### src/rtl/control_pkg.sv
// Shared decode constants for the control unit: opcodes, ALU operation codes,
// writeback select codes and the registered control bundle.
package control_pkg;

  localparam logic [6:0] OP_RTYPE  = 7'b0110011;
  localparam logic [6:0] OP_ITYPE  = 7'b0010011;
  localparam logic [6:0] OP_LOAD   = 7'b0000011;
  localparam logic [6:0] OP_STORE  = 7'b0100011;
  localparam logic [6:0] OP_BRANCH = 7'b1100011;
  localparam logic [6:0] OP_JAL    = 7'b1101111;
  localparam logic [6:0] OP_JALR   = 7'b1100111;
  localparam logic [6:0] OP_LUI    = 7'b0110111;
  localparam logic [6:0] OP_AUIPC  = 7'b0010111;

  typedef enum logic [3:0] {
    ALU_ADD  = 4'b0000,
    ALU_SUB  = 4'b0001,
    ALU_AND  = 4'b0010,
    ALU_OR   = 4'b0011,
    ALU_XOR  = 4'b0100,
    ALU_SLL  = 4'b0101,
    ALU_SRL  = 4'b0110,
    ALU_SRA  = 4'b0111,
    ALU_SLT  = 4'b1000,
    ALU_SLTU = 4'b1001
  } alu_op_e;

  typedef enum logic [1:0] {
    RES_ALU = 2'b00,
    RES_MEM = 2'b01,
    RES_PC4 = 2'b10,
    RES_IMM = 2'b11
  } result_src_e;

  // Which funct3 interpretation the ALU decoder applies.
  typedef enum logic [1:0] {
    CLS_ADD    = 2'b00,
    CLS_RTYPE  = 2'b01,
    CLS_ITYPE  = 2'b10,
    CLS_BRANCH = 2'b11
  } alu_class_e;

  typedef struct packed {
    alu_op_e     alu_control;
    logic        reg_write_en;
    logic        mem_write_en;
    logic        mem_read_en;
    result_src_e result_src;
    logic        alu_src;
    logic        pc_src;
    logic        branch;
  } ctrl_t;

endpackage

### src/rtl/alu_decoder.sv
// Combinational map from opcode class, funct3 and funct7[5] to the ALU
// operation code.
module alu_decoder
  import control_pkg::*;
(
  input  alu_class_e cls_i,
  input  logic [2:0] funct3_i,
  input  logic       funct7_5_i,
  output alu_op_e    alu_control_o
);

  always_comb begin
    alu_control_o = ALU_ADD;
    case (cls_i)
      CLS_RTYPE, CLS_ITYPE: begin
        case (funct3_i)
          3'b000: alu_control_o = (cls_i == CLS_RTYPE && funct7_5_i) ? ALU_SUB : ALU_ADD;
          3'b001: alu_control_o = ALU_SLL;
          3'b010: alu_control_o = ALU_SLT;
          3'b011: alu_control_o = ALU_SLTU;
          3'b100: alu_control_o = ALU_XOR;
          3'b101: alu_control_o = funct7_5_i ? ALU_SRA : ALU_SRL;
          3'b110: alu_control_o = ALU_OR;
          3'b111: alu_control_o = ALU_AND;
          default: alu_control_o = ALU_ADD;
        endcase
      end
      CLS_BRANCH: begin
        // Equality compares use SUB, ordered compares use SLT/SLTU.
        case (funct3_i[2:1])
          2'b00:   alu_control_o = ALU_SUB;
          2'b10:   alu_control_o = ALU_SLT;
          2'b11:   alu_control_o = ALU_SLTU;
          default: alu_control_o = ALU_ADD;
        endcase
      end
      default: alu_control_o = ALU_ADD;
    endcase
  end

endmodule

### src/rtl/control_unit.sv
// Main instruction decoder with a single registered output stage; outputs
// clear asynchronously while rst_n is low.
module control_unit
  import control_pkg::*;
(
  input  logic       clk,
  input  logic       rst_n,
  input  logic [6:0] opcode,
  input  logic [2:0] funct3,
  input  logic [6:0] funct7,
  output logic [3:0] alu_control,
  output logic       reg_write_en,
  output logic       mem_write_en,
  output logic       mem_read_en,
  output logic [1:0] result_src,
  output logic       alu_src,
  output logic       pc_src,
  output logic       branch
);

  alu_class_e cls;
  alu_op_e    alu_op;
  ctrl_t      ctrl_d;
  ctrl_t      ctrl_q;
  logic       legal;

  always_comb begin
    cls = CLS_ADD;
    case (opcode)
      OP_RTYPE:  cls = CLS_RTYPE;
      OP_ITYPE:  cls = CLS_ITYPE;
      OP_BRANCH: cls = CLS_BRANCH;
      default:   cls = CLS_ADD;
    endcase
  end

  alu_decoder u_alu_decoder (
    .cls_i        (cls),
    .funct3_i     (funct3),
    .funct7_5_i   (funct7[5]),
    .alu_control_o(alu_op)
  );

  always_comb begin
    ctrl_d = '0;
    legal  = 1'b1;
    case (opcode)
      OP_RTYPE: begin
        ctrl_d.reg_write_en = 1'b1;
      end
      OP_ITYPE: begin
        ctrl_d.reg_write_en = 1'b1;
        ctrl_d.alu_src      = 1'b1;
      end
      OP_LOAD: begin
        ctrl_d.reg_write_en = 1'b1;
        ctrl_d.mem_read_en  = 1'b1;
        ctrl_d.alu_src      = 1'b1;
        ctrl_d.result_src   = RES_MEM;
      end
      OP_STORE: begin
        ctrl_d.mem_write_en = 1'b1;
        ctrl_d.alu_src      = 1'b1;
      end
      OP_BRANCH: begin
        // funct3 010/011 are not branch encodings.
        legal         = (funct3[2:1] != 2'b01);
        ctrl_d.branch = 1'b1;
      end
      OP_JAL, OP_JALR: begin
        ctrl_d.reg_write_en = 1'b1;
        ctrl_d.pc_src       = 1'b1;
        ctrl_d.alu_src      = 1'b1;
        ctrl_d.result_src   = RES_PC4;
      end
      OP_LUI: begin
        ctrl_d.reg_write_en = 1'b1;
        ctrl_d.alu_src      = 1'b1;
        ctrl_d.result_src   = RES_IMM;
      end
      OP_AUIPC: begin
        ctrl_d.reg_write_en = 1'b1;
        ctrl_d.alu_src      = 1'b1;
      end
      default: legal = 1'b0;
    endcase
    ctrl_d.alu_control = alu_op;
    if (!legal) ctrl_d = '0;
  end

  always_ff @(posedge clk or negedge rst_n) begin
    if (!rst_n) ctrl_q <= '0;
    else        ctrl_q <= ctrl_d;
  end

  assign alu_control  = ctrl_q.alu_control;
  assign reg_write_en = ctrl_q.reg_write_en;
  assign mem_write_en = ctrl_q.mem_write_en;
  assign mem_read_en  = ctrl_q.mem_read_en;
  assign result_src   = ctrl_q.result_src;
  assign alu_src      = ctrl_q.alu_src;
  assign pc_src       = ctrl_q.pc_src;
  assign branch       = ctrl_q.branch;

endmodule

### config.mk
export PLATFORM = sky130hd
export DESIGN_NAME = control_unit
export DESIGN_NICKNAME = d
export VERILOG_FILES = /design/src/rtl/control_pkg.sv /design/src/rtl/alu_decoder.sv /design/src/rtl/control_unit.sv
export SDC_FILE = /design/constraint.sdc
export NUM_CORES = 1
export LEC_CHECK = 0
export ABC_AREA = 1
export CORE_MARGIN = 3
export CORE_UTILIZATION = 40
export CTS_CLUSTER_SIZE = 14
export DETAILED_ROUTE_END_ITERATION = 7
export DONT_BUFFER_PORTS = 1
export GPL_ROUTABILITY_DRIVEN = 0
export SETUP_SLACK_MARGIN = 0.15
export SLEW_MARGIN = 20
export SYNTH_ARGS = -nofsm -noshare
export SYNTH_HDL_FRONTEND = slang
export SYNTH_HIERARCHICAL = 1
export SYNTH_SLANG_ARGS = --single-unit
### constraint.sdc
create_clock -name clk -period 0.8 [get_ports clk]
set_clock_uncertainty 0.05 [all_clocks]
set_input_delay 0.08 -clock clk [delete_from_list [all_inputs] [get_ports clk]]
set_output_delay 0.08 -clock clk [all_outputs]
set_load 0.02 [all_outputs]
# Word level (Yosys, flattened, before mapping)
# Cells that the tools add are included.
# op_classes
eq_ne	22
mux	15
n_reduce_logical	8
# ops
op	count
case mux 4 bit (8 select lines)	1
equality test 7 x 6 -> 1 bit, second input constant	3
equality test 7 bit, second input constant	3
equality test 7 x 5 -> 1 bit, second input constant	2
OR reduction 7 bit	2
equality test 3 bit, second input constant	4
2-to-1 mux 12 bit	1
case mux 2 bit (3 select lines)	2
case mux 4 bit (3 select lines)	1
equality test 2 bit, second input constant	4
2-to-1 mux 1 bit	8
case mux 4 bit (2 select lines)	1
OR reduction 8 bit	1
equality test 7 x 2 -> 1 bit, second input constant	1
equality test 3 x 2 -> 1 bit, second input constant	2
OR reduction 2 bit	2
equality test 3 x 1 -> 1 bit, second input constant	1
logical NOT 3 bit	1
equality test 2 x 1 -> 1 bit, second input constant	1
logical NOT 2 bit	1
!= test 2 x 1 -> 1 bit, second input constant	1
case mux 1 bit (2 select lines)	1
logical AND 1 bit	1
# word_totals
register_bits	12
input_bits	19
output_inout_bits	12
word_cells	53

# Logic depth before layout (Yosys ltp)
# Gate-level depths: netlist of run 1.
# depth
depth_word	8
ltp_mapped	14
ltp_nobuf	14

# By module
# The synthesis of run 1 kept the hierarchy.
# by_module_without_submodules
module	n_inst	cells_each	area_per_inst_um2	seq_area_each_um2
control_unit	1	70	559.3	300.3
alu_decoder	1	40	242.7	0.0

# Worst setup path after synthesis of run 1
# OpenSTA, ideal clock, no wires.
# synth_timing
path_type	input port to flip-flop
from	input opcode[3]
to	register ctrl_q (netlist bit alu_control[0])
setup_ns	0.126
arrival_ns	1.298
required_ns	0.624
setup_slack_ns	-0.674
stages	13
path_buffers	0
cell_sequence	inv_1 -> nand2_1 -> nor2_4 -> nand3_1 -> o22ai_1 -> inv_1 -> ha_1 -> nand2_1 -> inv_1 -> nand3_1 -> nand2_1 -> inv_1 -> a21oi_1
# synth_rtl
item	line_no	rtl
start: declaration	control_unit.sv:8	input logic [6:0] opcode,
end signal: assignment	control_unit.sv:93	else ctrl_q <= ctrl_d;
end: declaration	control_unit.sv:24	ctrl_t ctrl_q;

==> results of run 1 <==
routing by layer:
| layer | vias to the layer above | part of all wire |
|---|---|---|
| li1 | 384 | - |
| met1 | 347 | 0.39 |
| met2 | 22 | 0.54 |
| met3 | 7 | 0.039 |
| met4 | 0 | 0.032 |
| met5 | - | 0 |
timing repair:
action,CTS,global route
hold endpoints to repair,13,13
pin swaps,5,9
gates resized for setup,13,27
buffers inserted,3,1
cloned,0,0
setup endpoints to repair,17,31
sequential cells by signal, indices dropped and copies added (netlist names):
signal,count
alu_control,4
result_src,2
alu_src,1
branch,1
mem_read_en,1
mem_write_en,1
pc_src,1
reg_write_en,1
worst max path at each step:
stage,startpoint,slack (ps),end,depth (start not counted)
finish,opcode[2],-300,alu_control[0]$_DFF_PN0_,13
global route,opcode[2],-370,alu_control[3]$_DFF_PN0_,11
CTS,opcode[3],-240,alu_control[3]$_DFF_PN0_,11
detailed placement,opcode[3],-660,alu_control[0]$_DFF_PN0_,13
global placement,opcode[3],-620,alu_control[0]$_DFF_PN0_,13
floorplan,opcode[3],-570,alu_control[0]$_DFF_PN0_,13
layout make-up:
type | count | area, sq um | area share
sequential | 12 | 305 | 0.250
timing repair buffer | 20 | 159 | 0.130
multi-input combinational | 71 | 546 | 0.447
tap | 25 | 31.3 | 0.0256
clock buffer | 4 | 36.3 | 0.0297
inverter | 27 | 143 | 0.117
cells in the mapped netlist, types with 2 or more instances:
| cell | instances | share of area |
|---|---|---|
| o22ai_1 | 2 | 0.016 |
| nor2_2 | 4 | 0.031 |
| nand3_2 | 2 | 0.025 |
| a21oi_2 | 2 | 0.022 |
| inv_2 | 3 | 0.014 |
| dfrtp_1 | 12 | 0.37 |
| ha_1 | 7 | 0.11 |
| nand3_1 | 7 | 0.044 |
| nor2_1 | 8 | 0.037 |
| a21oi_1 | 6 | 0.037 |
| inv_1 | 24 | 0.11 |
| nand4_1 | 2 | 0.016 |
| nand2_1 | 26 | 0.12 |
power by group through the flow:
stage / registers, mW / logic, mW / clock network (mW)
after CTS: 0.624 / 0.188 / 0.466
final: 0.624 / 0.213 / 0.460
after detailed placement: 0.636 / 0.160 / 0
after global routing: 0.624 / 0.241 / 0.498
after global placement: 0.635 / 0.157 / 0
after floorplan: 0.635 / 0.113 / 0
cells by family after synthesis:
group           Yosys count
fa+ha+maj                 7
flops                    12
buf+inv                  27
simple gates             52
compound gates           12
stage by stage:
stage	hold slack, ps	power (mW)	utilization
global route	-185	1.36	0.677
detailed placement	-265	0.796	0.554
finish	-225	1.30	0.677
floorplan	-266	0.748	-
global placement	-265	0.793	0.554
CTS	-47.6	1.28	0.621
==> results.md, run 1 <==
- Status: finished with violations
- Failing checks: hold timing, setup timing
- Total of max-cap violations: 0
- Area growth, synth to finish: 52.1%
- Final instance area: 0.00122 sq mm
- Tot GR Track Use: 0.142
- Worst-Margin Slew: 487 ps
- I/O Buffers: 0
- Static Leak: 0.624 nW
- Slowest stage cell, crit path: ha_4
- Logic pwr share: 0.165
- Maximum vdd drop: 567 uV
- Crit path cell chain: clkinv_8, nand2_4, nor2_4, inv_4, o22ai_4, inv_2, ha_4, nand2_4, inv_2, nand3_2, nand2_1, inv_1, a21oi_2
- Largest net degree at the start of global routing: 13
- Clk sinks: 12
- Nets@finish: 161
- Placement row count: 15
- Async set-reset flop share out of synthesis: 1.00
- Final period util: 1.37
- Post-DRT Antenna Nets: 0
- Fin cells: 159
- DRC Markers: 0
- Power share of the sequential group: 0.481
- Max Root-Sink Buffers: 2
- Gr ovfl total: 0
- Starting density of the core: 0.445
- Clock share of power: 0.354
- Worst setup SP type: primary input
- Seq/Total Area, Yosys: 0.374
- Worst rel slew slack: 0.675
- Antenna Cells: 0
- Max-slew violation count: 0
- Sw frac: 0.242
- Largest family of logic cells by synthesized area: simple AND/OR/NAND/NOR gates
- Top_reg_cell synth: dfrtp_1
- Syn Nets: 136
- WP buf/inv: 5
- First-pass GRT wire length: 2.81 mm
- Placed insts: 150
- CP Max Fanout: 4
- Simple-gate area share of the yosys netlist: 0.303
- Synth warnings: 6
- Setup-failing EPs final: 16
- CP top delay family: simple AND/OR/NAND/NOR gates
- Post-Synth XOR/XNOR Area: 0
- Core ar.: 0.00180 sq mm
- Avg Inst Size Synth: 7.29 sq um
- Post-Synthesis Cells: 110
- Post-synth EDFFs: 0
- Clock tree root buffer cell: clkbuf_4
- Mux cell area share after synthesis: 0
- Share of cells above drive strength 1: 0.537
- GR Util met2: 0.274
- Grt met1 use: 0.146
- CTS tree: built
- Sum of negative setup slack: -1630 ps
- Grt met3 use: 0.0237
- Fin Hold WS: -225 ps
- Die height: 50.8 um
- Synth Area in Compound Gates: 0.0874
- Fill cells: 155
- Via-to-Cell Ratio: 4.78
- H-Tree Depth: 1
- WL final: 1.86 mm
- Reg clk slew, reported paths: 70 ps
- Vias: 760
- Final worst slack: -297 ps
- DP Wirelength: 1.32 mm
- Vias in the first global route: 731
- Avg WL per Cell: 11.7 um
- Placed Instance Area: 998 sq um
- Post-Synth Adder-Cell Area: 0.109
- Fmax: 0.912 GHz
- Synth cell types: 18
- Boundary Pins: 31
- Place WS: -660 ps
- Initial antenna violation count: 0
- Critical Path End Type: flip-flop
- Die area: 0.00258 sq mm
- Int Power: 983 uW
- Number of DRC markers in iteration 0: 5
- Synth Register Bits: 12
- Post-synthesis cell area: 802 sq um
- Crit path DAT: 1250 ps
- Most frequent cells in the layout: nand2_1 (19), buf_4 (18), inv_1 (16), inv_2 (8), dfrtp_1 (8)
- Slowest stage delay, CP: 280 ps
- Critical Setup Path Class: in -> reg
- Min-delay worst type: in -> async
- Fin. Hold Viols: 13
- Die Wd: 50.8 um
- Total CTS buffers: 3
- CTS Hold Bufs: 1
- Critical Path RT: 950 ps
- P_sw: 313 uW
- Number of detailed-route iterations in the first pass: 4
- Final Critical Period: 1100 ps
- Power Dens Cells: 1060 mW/mm^2
- Busiest grt layer: met2
- Most common cell after layout, fill and taps aside: nand2_1
- RSZ-0062 raised after global routing: yes
(Power assumes the default switching activity.)
==> inputs of run 2 (changes only) <==
--- a/config.mk
+++ b/config.mk
@@ -12,7 +12,7 @@
 export DETAILED_ROUTE_END_ITERATION = 7
 export DONT_BUFFER_PORTS = 1
 export GPL_ROUTABILITY_DRIVEN = 0
-export SETUP_SLACK_MARGIN = 0.15
+export SETUP_SLACK_MARGIN = 0.02
 export SLEW_MARGIN = 20
 export SYNTH_ARGS = -nofsm -noshare
 export SYNTH_HDL_FRONTEND = slang
==> run 2 against run 1 <==
  * The flow still finishes with violations (hold timing, setup timing)
  * Routed wire length down 8.2%
  * Sequential power about the same
  * First-iteration DRC count up 20%
  * Maximum frequency down 4.8%
  * Combinational power down 8%
  * Setup slack worse by 56 ps
  * Total power down 12%
  * Final cell count down 1.9%
  * Clock-buffer cell count down 1
  * Via count down 5.9%
  * Largest cell class unchanged
  * Largest power group unchanged
==> results.md, run 2 (same netlist as run 1, synthesis figures left out) <==
- Most common cell after layout, fill and taps aside: nand2_1
- Starting density of the core: 0.445
- Reg area: 304 sq um
- Nets@finish: 159
- Static Leak: 0.604 nW
- Tot GR Track Use: 0.146
- RSZ-0062 raised after global routing: yes
- CP top delay family: simple AND/OR/NAND/NOR gates
- Fmax: 0.868 GHz
- Worst-Margin Slew: 484 ps
- Worst setup SP type: primary input
- Fin Hold WS: -25.8 ps
- Fill cells: 164
- Clock tree root buffer cell: clkbuf_4
- Total of max-cap violations: 0
- Slowest stage delay, CP: 300 ps
- Maximum vdd drop: 588 uV
- Power share of the sequential group: 0.548
- Area growth, synth to finish: 44.0%
- Die height: 50.8 um
- Number of flip-flops in the largest register: 4
- Share of cells above drive strength 1: 0.435
- Final period util: 1.44
- Via-to-Cell Ratio: 4.58
- Placed insts: 150
- Largest net degree at the start of global routing: 13
- DRC Markers: 0
- Final worst slack: -353 ps
- WP buf/inv: 5
- Crit path DAT: 1280 ps
- Total CTS buffers: 3
- Placement row count: 15
- Crit path cell chain: clkinv_8, nand2_4, nor2_4, inv_2, a21oi_2, inv_2, ha_4, nand2_4, inv_1, nand3_1, nand2_1, inv_1, a21oi_2
- Logic pwr share: 0.171
- Post-DRT Antenna Nets: 0
- Core ar.: 0.00180 sq mm
- Reg clk slew, reported paths: 60 ps
- CTS Hold Bufs: 1
- Power Dens Cells: 987 mW/mm^2
- Critical Path End Type: flip-flop
- P_sw: 264 uW
- WL final: 1.71 mm
- Critical Path RT: 930 ps
- Final Power: 1.14 mW
- Clock share of power: 0.281
- Slowest stage cell, crit path: ha_4
- Int Power: 875 uW
- Boundary Pins: 31
- Fin. Hold Viols: 1
- Min-delay src: opcode[5]
- Sum of negative setup slack: -1510 ps
- Final Critical Period: 1150 ps
- Min-delay worst type: in -> reg
- Most frequent cells in the layout: nand2_1 (22), inv_1 (18), buf_4 (15), dfrtp_1 (9), nor2_1 (8)
- First-pass GRT wire length: 2.79 mm
- CP Max Fanout: 4
- Die Wd: 50.8 um
- Fin cells: 156
- Antenna Cells: 0
- Clk sinks: 12
- Max-slew violation count: 0
- Number of detailed-route iterations in the first pass: 2
- Critical Path Source: opcode[2]
- Min-Delay Path Depth: 3
- Setup-failing EPs final: 16
- I/O Buffers: 0
- Vias in the first global route: 698
- Worst rel slew slack: 0.676
- Sw frac: 0.232
- Die area: 0.00258 sq mm
- Max Root-Sink Buffers: 2
- Area of the multi-input gates: 503 sq um
- Number of DRC markers in iteration 0: 6
- Gr ovfl total: 0
- Avg WL per Cell: 10.9 um
- Worst Hold End: mem_read_en$_DFF_PN0_
- Status: finished with violations
- H-Tree Depth: 1
- DP Wirelength: 1.31 mm
- Failing checks: hold timing, setup timing
- Initial antenna violation count: 0
- Vias: 715
- CTS tree: built
- Critical Setup Path Class: in -> reg
-- run 2: cell types whose count changed in the layout (fill, tap and decap cells not counted), moves of 2 or more --
cell / delta
buf_4: -3
nand2_1: +3
nand2_2: -3
inv_1: +2
nand3_1: +2
nand3_2: -2
nor2_1: +2
-- run 2: worst max-delay path by stage --
stage / endpoint / slack (ps) / cells past startpoint
floorplan: alu_control[0]$_DFF_PN0_ / -570 / 13
global placement: alu_control[0]$_DFF_PN0_ / -630 / 13
detailed placement: alu_control[0]$_DFF_PN0_ / -650 / 13
CTS: alu_control[0]$_DFF_PN0_ / -250 / 13
global route: alu_control[0]$_DFF_PN0_ / -390 / 14
finish: alu_control[0]$_DFF_PN0_ / -350 / 13
-- run 2: timing repair --
action / CTS / global route
endpoints found under the setup margin: 16 / 16
pin swaps: 2 / 12
gates resized for setup: 11 / 18
hold endpoints to repair: 13 / 1
setup buffers: 1 / 1
-- run 2: layer usage --
| layer | wire length (um) | vias to the layer above | global-route usage |
|---|---|---|---|
| met2 | 898 | 17 | 0.265 |
| met5 | 0 | - | 0 |
| met4 | 17 | 0 | 0.0807 |
| met1 | 697 | 318 | 0.151 |
| met3 | 94 | 2 | 0.0356 |
| li1 | - | 378 | - |
-- run 2: area by class of cell --
class,instances,share of cell area
Clock buffer,3,0.0195
Inverter,27,0.121
Multi-Input combinational cell,71,0.436
Sequential cell,12,0.263
Tap cell,25,0.0271
Timing Repair Buffer,18,0.133
-- run 2: power by group through the flow --
stage,clock network [mW],registers (mW),logic [mW]
after detailed placement,0,0.636,0.156
after floorplan,0,0.635,0.109
after global placement,0,0.635,0.153
after global routing,0.367,0.624,0.220
final,0.320,0.624,0.195
after CTS,0.343,0.624,0.179
-- run 2: per-stage QoR --
stage	cell area (sq um)	util	hold slack [ps]	setup slack, ps
floorplan	838	-	-266	-566
global placement	982	0.545	-265	-628
detailed placement	982	0.545	-265	-652
CTS	1060	0.591	-39.6	-249
global route	1150	0.641	-13.6	-392
finish	1150	0.641	-25.8	-353
==> inputs of run 3 (changes only) <==
--- a/config.mk
+++ b/config.mk
@@ -6,6 +6,7 @@
 export NUM_CORES = 1
 export LEC_CHECK = 0
 export ABC_AREA = 1
+export CORE_ASPECT_RATIO = 1.1
 export CORE_MARGIN = 3
 export CORE_UTILIZATION = 40
 export CTS_CLUSTER_SIZE = 14
==> run 3 against run 2 <==
  * Largest cell class unchanged
  * The flow still finishes with violations (hold timing, setup timing)
  * Critical path depth decreased by 2
  * Sequential cell count unchanged
  * Core utilization decreased by 3.5 points
  * Non-clock buffer count increased by 2
  * Hold slack got worse by 19 ps
  * Maximum frequency increased by 8.3%
  * Setup slack improved by 88 ps
  * Final cell count increased by 2.6%
  * Routed wire length decreased by 11%
  * Largest power group unchanged
  * Sequential power about the same
  * Sequential share of layout area increased by 1.0 points
  * Clock-buffer cell count unchanged
==> results.md, run 3 (same netlist as run 1, synthesis figures left out) <==
- Status: finished with violations
- Failing checks: hold timing, setup timing
- Most frequent cells in the layout: nand2_1 (24), inv_1 (19), buf_4 (19), nor2_1 (8), dfrtp_1 (8)
- Most common cell after layout, fill and taps aside: nand2_1
- Post-DRT Antenna Nets: 0
- CP top delay family: compound AO/OA/AOI/OAI gates
- Reg clk slew, reported paths: 60 ps
- Reg area: 305 sq um
- Area growth, synth to finish: 39.2%
- Share of cells above drive strength 1: 0.414
- RSZ-0062 raised after global routing: yes
- Antenna Cells: 0
- Vias: 729
- Worst-Margin Slew: 475 ps
- Power Dens Cells: 1030 mW/mm^2
- Number of flip-flops in the largest register: 4
- Min-delay worst type: in -> reg
- Via-to-Cell Ratio: 4.56
- Number of DRC markers in iteration 0: 12
- P_sw: 273 uW
- Final Power: 1.15 mW
- Crit path cell chain: inv_12, nand2_4, nor2_4, nand3_2, o22ai_4, buf_4, ha_1, o21ai_0, o22ai_1, inv_1, a21oi_2
- Fmax: 0.940 GHz
- Vias in the first global route: 732
- Static Leak: 0.588 nW
- Clk sinks: 12
- Final Critical Period: 1060 ps
- Fin cells: 160
- Die area: 0.00258 sq mm
- Fill cells: 178
- Sw frac: 0.237
- Fin. Hold Viols: 1
- Fin util: 0.606
- Max-slew violation count: 0
- Clock tree root buffer cell: clkbuf_4
- Int Power: 878 uW
- Clock share of power: 0.290
- CTS Hold Bufs: 1
- WP buf/inv: 3
- Nets@finish: 161
- Die Wd: 48.7 um
- DRC Markers: 0
- WL final: 1.51 mm
- Avg WL per Cell: 9.46 um
- Fin Hold WS: -44.3 ps
- Largest net degree at the start of global routing: 13
- First-pass GRT wire length: 2.84 mm
- Worst setup SP type: primary input
- Core ar.: 0.00184 sq mm
- Placement row count: 16
- Gr ovfl total: 0
- Crit path DAT: 1210 ps
- I/O Buffers: 0
- Number of detailed-route iterations in the first pass: 4
- CP Max Fanout: 4
- CTS tree: built
- Placed insts: 155
- DP Wirelength: 1.29 mm
- Final worst slack: -264 ps
- Maximum vdd drop: 501 uV
- H-Tree Depth: 1
- Critical Path End Type: flip-flop
- Slowest stage cell, crit path: ha_1
- Tot GR Track Use: 0.145
- Final period util: 1.33
- Slowest stage delay, CP: 160 ps
- Die height: 53.0 um
- Boundary Pins: 31
- Sum of negative setup slack: -1370 ps
- Area of the multi-input gates: 475 sq um
- Worst rel slew slack: 0.682
- Logic pwr share: 0.168
- Setup-failing EPs final: 16
- Initial antenna violation count: 0
- Power share of the sequential group: 0.542
- Total CTS buffers: 3
- Max Root-Sink Buffers: 2
- Critical Path RT: 940 ps
- Critical Setup Path Class: in -> reg
- Total of max-cap violations: 0
- Starting density of the core: 0.435
[run 3: layer usage]
metal  vias up  share of wire  global-route usage
li1        381              -                   -
met1       321           0.41               0.152
met2        22           0.50               0.251
met3         5          0.055              0.0310
met4         0          0.034               0.128
met5         -              0                   0
[run 3: what timing repair did]
item                                   CTS  global route
pin swaps                                6             0
setup endpoints to repair               16            16
endpoints found under the hold margin   13             1
resized for setup                       11             8
setup buffers                            0             1
[run 3: tightest hold or removal path, stage by stage]
cell and delay [ps]:
nor3_1 20, nand2_1 70, inv_1 60
[run 3: power groups by stage]
stage	logic (mW)	registers, mW	clock network (mW)
final	0.193	0.624	0.333
after global routing	0.223	0.623	0.399
after CTS	0.188	0.624	0.349
after detailed placement	0.165	0.635	0
after global placement	0.162	0.635	0
after floorplan	0.109	0.635	0
[run 3: final timing paths]
path | from | end | slack [ps] | depth (start not counted)
min in group asynchronous | rst_n | alu_src$_DFF_PN0_ | 160 | 1
max in group asynchronous | rst_n | mem_read_en$_DFF_PN0_ | 190 | 1
setup / recovery | opcode[2] | alu_control[3]$_DFF_PN0_ | -260 | 11
hold / removal | opcode[5] | mem_read_en$_DFF_PN0_ | -40 | 3
[run 3: layout make-up]
| class | instances | share of cell area |
|---|---|---|
| clock buffers | 3 | 0.0202 |
| inverters | 27 | 0.113 |
| multi-input cells | 71 | 0.426 |
| flip-flops and latches | 12 | 0.274 |
| well taps | 27 | 0.0303 |
| repair buffers | 20 | 0.137 |
[run 3: stage by stage]
| stage | hold slack [ps] | area (sq um) | setup slack (ps) |
|---|---|---|---|
| floorplan | -266 | 838 | -566 |
| global placement | -265 | 1010 | -610 |
| detailed placement | -265 | 1010 | -640 |
| CTS | -54.8 | 1080 | -267 |
| global route | -50.2 | 1120 | -344 |
| finish | -44.3 | 1120 | -264 |
